===== src/rtl/aclk_alarm_sequencer.sv =====
// Alarm-sounding sequencer: compares running time with the alarm time and drives the
// buzzer request, with stop, bounded snooze and ring auto-timeout.
module aclk_alarm_sequencer #(
  parameter int SNOOZE_SEC       = 300,
  parameter int RING_TIMEOUT_SEC = 60,
  parameter int MAX_SNOOZE       = 3
) (
  input  logic        clock,
  input  logic        reset,
  input  logic        one_second,
  input  logic [15:0] current_time,
  input  logic [15:0] alarm_time,
  input  logic        alarm_on,
  input  logic        stop_button,
  input  logic        snooze_button,
  output logic        sound_alarm,
  output logic        snooze_active,
  output logic [3:0]  snooze_count,
  output logic        time_match
);

  localparam int TMAX = (SNOOZE_SEC > RING_TIMEOUT_SEC) ? SNOOZE_SEC : RING_TIMEOUT_SEC;
  localparam int TW   = $clog2(TMAX + 1);
  localparam logic [TW-1:0] SNOOZE_LAST = TW'(SNOOZE_SEC - 1);
  localparam logic [TW-1:0] RING_LAST   = TW'(RING_TIMEOUT_SEC - 1);
  localparam logic [3:0]    MAX_CNT     = 4'(MAX_SNOOZE);

  typedef enum logic [2:0] {
    DISARMED,
    ARMED,
    RINGING,
    SNOOZE,
    LOCKOUT
  } state_t;

  state_t          state_q, state_d;
  logic [TW-1:0]   timer_q, timer_d;
  logic [3:0]      count_q, count_d;
  logic            snooze_btn_q;
  logic            snooze_press;

  assign time_match   = (current_time == alarm_time);
  assign snooze_press = snooze_button & ~snooze_btn_q;

  always_ff @(posedge clock or posedge reset) begin
    if (reset) begin
      state_q      <= DISARMED;
      timer_q      <= '0;
      count_q      <= '0;
      snooze_btn_q <= 1'b0;
    end else begin
      state_q      <= state_d;
      timer_q      <= timer_d;
      count_q      <= count_d;
      snooze_btn_q <= snooze_button;
    end
  end

  always_comb begin
    state_d = state_q;
    timer_d = timer_q;
    count_d = count_q;
    case (state_q)
      // Enabling inside the alarm minute goes to LOCKOUT so it cannot ring until the next match.
      DISARMED: state_d = time_match ? LOCKOUT : ARMED;
      ARMED: begin
        if (time_match) begin
          state_d = RINGING;
          count_d = '0;
        end
      end
      RINGING: begin
        if (stop_button) begin
          state_d = LOCKOUT;
        end else if (snooze_press && (count_q < MAX_CNT)) begin
          state_d = SNOOZE;
          count_d = count_q + 4'd1;
        end else if (one_second) begin
          if (timer_q == RING_LAST) state_d = LOCKOUT;
          else                      timer_d = timer_q + 1'b1;
        end
      end
      SNOOZE: begin
        if (stop_button) begin
          state_d = LOCKOUT;
        end else if (one_second) begin
          if (timer_q == SNOOZE_LAST) state_d = RINGING;
          else                        timer_d = timer_q + 1'b1;
        end
      end
      LOCKOUT: begin
        if (!time_match) state_d = ARMED;
      end
      default: state_d = DISARMED;
    endcase
    // Disabling overrides everything, including any count update decided above.
    if (!alarm_on) begin
      state_d = DISARMED;
      count_d = count_q;
    end
    if (state_d != state_q) timer_d = '0;
  end

  assign sound_alarm   = (state_q == RINGING);
  assign snooze_active = (state_q == SNOOZE);
  assign snooze_count  = count_q;

endmodule

===== config.mk =====
export PLATFORM = sky130hd
export DESIGN_NAME = aclk_alarm_sequencer
export DESIGN_NICKNAME = d
export VERILOG_FILES = /design/src/rtl/aclk_alarm_sequencer.sv
export SDC_FILE = /design/constraint.sdc
export NUM_CORES = 1
export LEC_CHECK = 0
export BUFFER_PORTS_ARGS = -buffer_cell sky130_fd_sc_hd__buf_2
export CAP_MARGIN = 10
export CORE_MARGIN = 5
export CORE_UTILIZATION = 35
export DETAILED_ROUTE_END_ITERATION = 7
export SYNTH_ARGS = -nofsm -noshare
export SYNTH_HDL_FRONTEND = slang
export SYNTH_SLANG_ARGS = --single-unit

===== constraint.sdc =====
create_clock -name clock -period 4.6 [get_ports clock]
set_clock_uncertainty 0.05 [all_clocks]
set_input_delay 0.46 -clock clock [delete_from_list [all_inputs] [get_ports clock]]
set_output_delay 0.46 -clock clock [all_outputs]
set_load 0.01 [all_outputs]

Word-level counts from Yosys, hierarchy flattened

Cells that the tools add are included.

Register bits after elaboration: 17
Output and inout port bits: 7
Input bits: 38

Reductions and logical operators: 6
Eq/ne operators: 18
$lt $le $gt $ge: 1
Muxes and demuxes: 25
Bitwise gates (word level): 2
$add $sub $neg: 2

Operators with widths:

| operator              | number |
|---|---|
| $mux W9               | 8 |
| $mux W3               | 11 |
| $ne A3 B2 Y1 const B  | 7 |
| $pmux W9 S2           | 1 |
| $eq A16 B16 Y1        | 1 |
| $pmux W3 S5           | 1 |
| $mux W4               | 3 |
| $add A9 B1 Y9 const B | 1 |
| $eq A9 B6 Y1 const B  | 1 |
| $eq A9 B9 Y1 const B  | 1 |
| $pmux W4 S2           | 1 |
| $reduce_and A8 Y1     | 1 |
| $eq A3 B2 Y1 const B  | 2 |
| $reduce_and A5 Y1     | 1 |
| $add A4 B1 Y4 const B | 1 |
| $lt A4 B2 Y1 const B  | 1 |
| $ne A2 B2 Y1 const B  | 2 |
| $eq A3 B1 Y1 const B  | 1 |
| $eq A3 B3 Y1 const B  | 1 |
| $logic_not A3 Y1      | 1 |
| $ne A3 B3 Y1          | 1 |
| $reduce_bool A3 Y1    | 1 |
| $ne A2 B1 Y1 const B  | 1 |
| $reduce_bool A2 Y1    | 1 |
| 3 further kinds       | 3 |

Logic depth before layout (Yosys ltp)

Depth after elaboration: 10
Mapped depth: 8
Gate-level depth less buffers: 7

Least setup slack after synthesis

Ideal clock, no wire load.

Path kind: reg-to-reg
Start: reg count_q[3], in the netlist snooze_count[3]
End: reg timer_q[0]
Buffers on the path: 1
Slack: 2.548 ns
Stages on the path, launching flop included: 8
Data arrival time: 1.862 ns
Cell sequence: dfrtp_1 > or4b_4 > nor2_4 > o221ai_2 > a2111oi_2 > nand4bb_1 > buf_6 > nor3_2

Word-level cells in the longest chain between the ends: 9

RTL lines:

| what                                                                | line | source |
|---|---|---|
| start, declared                                                     | 38   | `logic [3:0] count_q, count_d;` |
| start signal, assigned                                              | 54   | `count_q <= count_d;` |
| $lt A4 B2 Y1 (*)                                                    | 75   | `end else if (snooze_press && (count_q < MAX_CNT)) begin` |
| $logic_and A1 B1 Y1 (*)                                             | 75   |  |
| $mux W3                                                             | 75   |  |
| $mux W3                                                             | 73   | `if (stop_button) begin` |
| $pmux W3 S5                                                         | 63   | `case (state_q)` |
| $mux W3                                                             | 97   | `if (!alarm_on) begin` |
| $ne A3 B3 Y1                                                        | 101  | `if (state_d != state_q) timer_d = '0;` |
| $ne A3 B2 Y1 (no line) / $reduce_bool A3 Y1 (equally long branches) | --   |  |
| $reduce_and A8 Y1 (no line)                                         | --   |  |
| end signal, assigned                                                | 53   | `timer_q <= timer_d;` |
| end, declared                                                       | 37   | `logic [TW-1:0] timer_q, timer_d;` |

Every way passes the cells marked *; elsewhere a longest branch is shown, timed or not.
A chain may end at the register's enable or synchronous reset.

Worst setup path after layout

Start: reg timer_q[0]
End: reg timer_q[8]

Word-level cells in the longest chain between the ends: 10

RTL lines:

| what                                                                | line | source |
|---|---|---|
| $eq A9 B6 Y1                                                        | 79   | `if (timer_q == RING_LAST) state_d = LOCKOUT;` |
| $mux W3                                                             | 79   |  |
| $mux W3                                                             | 78   | `end else if (one_second) begin` |
| $mux W3                                                             | 75   |  |
| $mux W3                                                             | 73   |  |
| $pmux W3 S5                                                         | 63   |  |
| $mux W3                                                             | 97   |  |
| $ne A3 B3 Y1                                                        | 101  |  |
| $ne A3 B2 Y1 (no line) / $reduce_bool A3 Y1 (equally long branches) | --   |  |
| $reduce_and A8 Y1 (no line)                                         | --   |  |

Parallel ways exist; a longest one is shown, timed or not. The select of a mux whose other input is x is not followed.

==> out/results.tsv <==
metric	value	unit
crit_path_end_kind	flip-flop	
cp-start-kind	flip-flop	
clk_pin_slew	0.07	ns
grt_setup_unrepaired	false	
numCtsBuffers	3	
die_w	71.0	µm
yosys_warnings	0	
synth_top_cell_area_share	32.7	%
cts_hold_buffers	0	
ff_latch_area	425	µm²
drc	0	
hold_violations	0	
hold_class	input pin to asynchronous set/reset pin	
routed_wl	3030	µm
fill_cells	373	
drt-wirelength-per-cell	13.8	µm
cts_setup_buffers	0	
diodes	0	
port_buffers	44	
drive_above_1_share	40.7	%
fin_setup_tns	0	ns
report.final.slew_viol_count	0	
max_freq	387	MHz
syn_area_per_cell	10.2	µm²
place.gp.congestion	0.792	
worstPathArrival	2.70	ns
syn-num-nets	167	
dp.final_hpwl	2460	µm
ys.flop_type	dfrtp_1	
yosysUniqueCellTypes	42	
critPathKind	flip-flop to flip-flop	
finalSetupViolCount	0	
powerDensity	197	nW/µm²
worstPathRequired	4.72	ns
postRouteAntennaNets	0	
outcome	finished, final reports clean	
root_buffer	clkbuf_8	
cts.sinks	17	
vdd_drop_max	198	µV
gr-total-overflow	0	
cts_buffer_depth	2	
synth_edf_count	0	
grt_pass1_vias	1228	
worst-path-max-fanout	9	
synth_area_leaders	dfrtp_1, xnor2_1, nor3_2	
core	3630	µm²
firstDrtPassIters	4	
netlist_area	1300	µm²
final.period_utilization	56.1	%
row_count	22	
vias	1120	
period_needed	2.58	ns
drt-initial-drc-count	53	
area_growth	23.6	%
worstMarginPinSlew	0.654	ns
antenna_found_initial	0	
p_leak	0.667	nW
post-route-util	44.2	%
max-slew-margin-rel	56.4	%
synth_top_area_cell	dfrtp_1	
mostFrequentLayoutCell	buf_2	
cts_tree	yes	
mostFrequentLayoutCells	buf_2, xnor2_1, dfrtp_1	
multi_input_area	845	µm²
htreeDepth	1	
dpl_cell_area	1560	µm²
grt_max_degree	18	
cap_violations	0	
ctsResizeCount	0	
yosys_register_bits	17	
async_flop_share	100	%
nNetsFinal	213	
grt_pass1_wl	5230	µm
vias_per_cell	5.09	
fp.dieH	71.0	µm
clk_latency	0.25	ns
track_usage	12.7	%
ys_seq_area_share	32.7	%
io_pins	45	
synthCells	127	
design_area	1610	µm²
initial_core_util	35.8	%
die_area	5040	µm²
[cell usage after synthesis, drive strengths merged (2+ instances only)]
cell type  number
nor4b           4
a21oi           6
nand2b          4
xnor2          24
nand4b          2
buf             2
o21ai           5
and3            2
o221ai          2
ha              2
nor4            4
nand3           2
nor3b           2
mux2i           2
dfrtp          17
nand3b          2
nand2           6
nand4           5
nor2b           3
inv             3
nor2            6
nor3           11
[final cells by class]
type	instances	share of cell area, %
clock inverter	1	0.311
tap	48	3.74
sequential	17	26.5
timing repair buffer	44	13.7
inverter	3	0.700
multi-input combinational	104	52.5
clock buffer	3	2.57
[per-layer routing]
metal	global-route usage, %	wire [µm]	vias up	share of wire (%)
met2	22.5	1550	33	51
li1	-	-	554	-
met5	0	0	-	0
met3	3.55	159	6	5.2
met4	3.97	44	0	1.5
met1	14.9	1280	527	42
[kinds of logic (layout without fill, tap and decap cells)]
logic type	Yosys count	after routing	share of synthesized area, %
compound gates	17	17	11.3
xor+xnor	24	24	16.2
fa+ha+maj	2	2	1.92
buf+inv	6	51	2.40
flops	17	17	32.7
mux	2	2	1.54
simple gates	59	59	33.9
[final timing paths]
check,from,end,slack (ns),cells past startpoint
setup reg to reg,timer_q[0],timer_q[8],2.02,7
hold / removal,reset,timer_q[3],0.24,2
hold reg to reg,snooze_count[2],snooze_count[2],0.47,1
max in group asynchronous,reset,state_q[2],3.84,2
min in group clock,snooze_button,snooze_btn_q,0.27,1
setup / recovery,timer_q[0],timer_q[8],2.02,7
[per-stage QoR]
| stage | power, mW | worst slack (ns) | hold WS [ns] | std cells |
|---|---|---|---|---|
| after floorplan | 0.186 | 2.55 | 0.336 | 127 |
| after global placement | 0.206 | 2.09 | 0.442 | 216 |
| after detailed placement | 0.209 | 2.00 | 0.466 | 216 |
| after CTS | 0.321 | 1.98 | 0.262 | 220 |
| after global routing | 0.332 | 1.78 | 0.264 | 220 |
| final | 0.316 | 2.02 | 0.239 | 220 |
[worst max-delay path, cell delays in order (launching register included)]
cell and delay, ns:
dfrtp_1 0.39, ha_1 0.23, nor4b_2 0.36, nand3_1 0.18, o221ai_2 0.30, a2111oi_2 0.07, nand4bb_1 0.59, nor3_2 0.33
[flip-flops by register name (all words and copies together) (netlist names)]
register / flops
state_q: 3
timer_q: 9
snooze_btn_q: 1
snooze_count: 4
[power by group]
part	internal (mW)	total (mW)	leakage (nW)	switching, mW
registers	0.151	0.154	0.232	0.00325
logic	0.0262	0.0508	0.410	0.0246
clock network	0.0601	0.111	0.0255	0.0510
total	0.237	0.316	0.667	0.0788
Power figures use the tool's default switching activity.
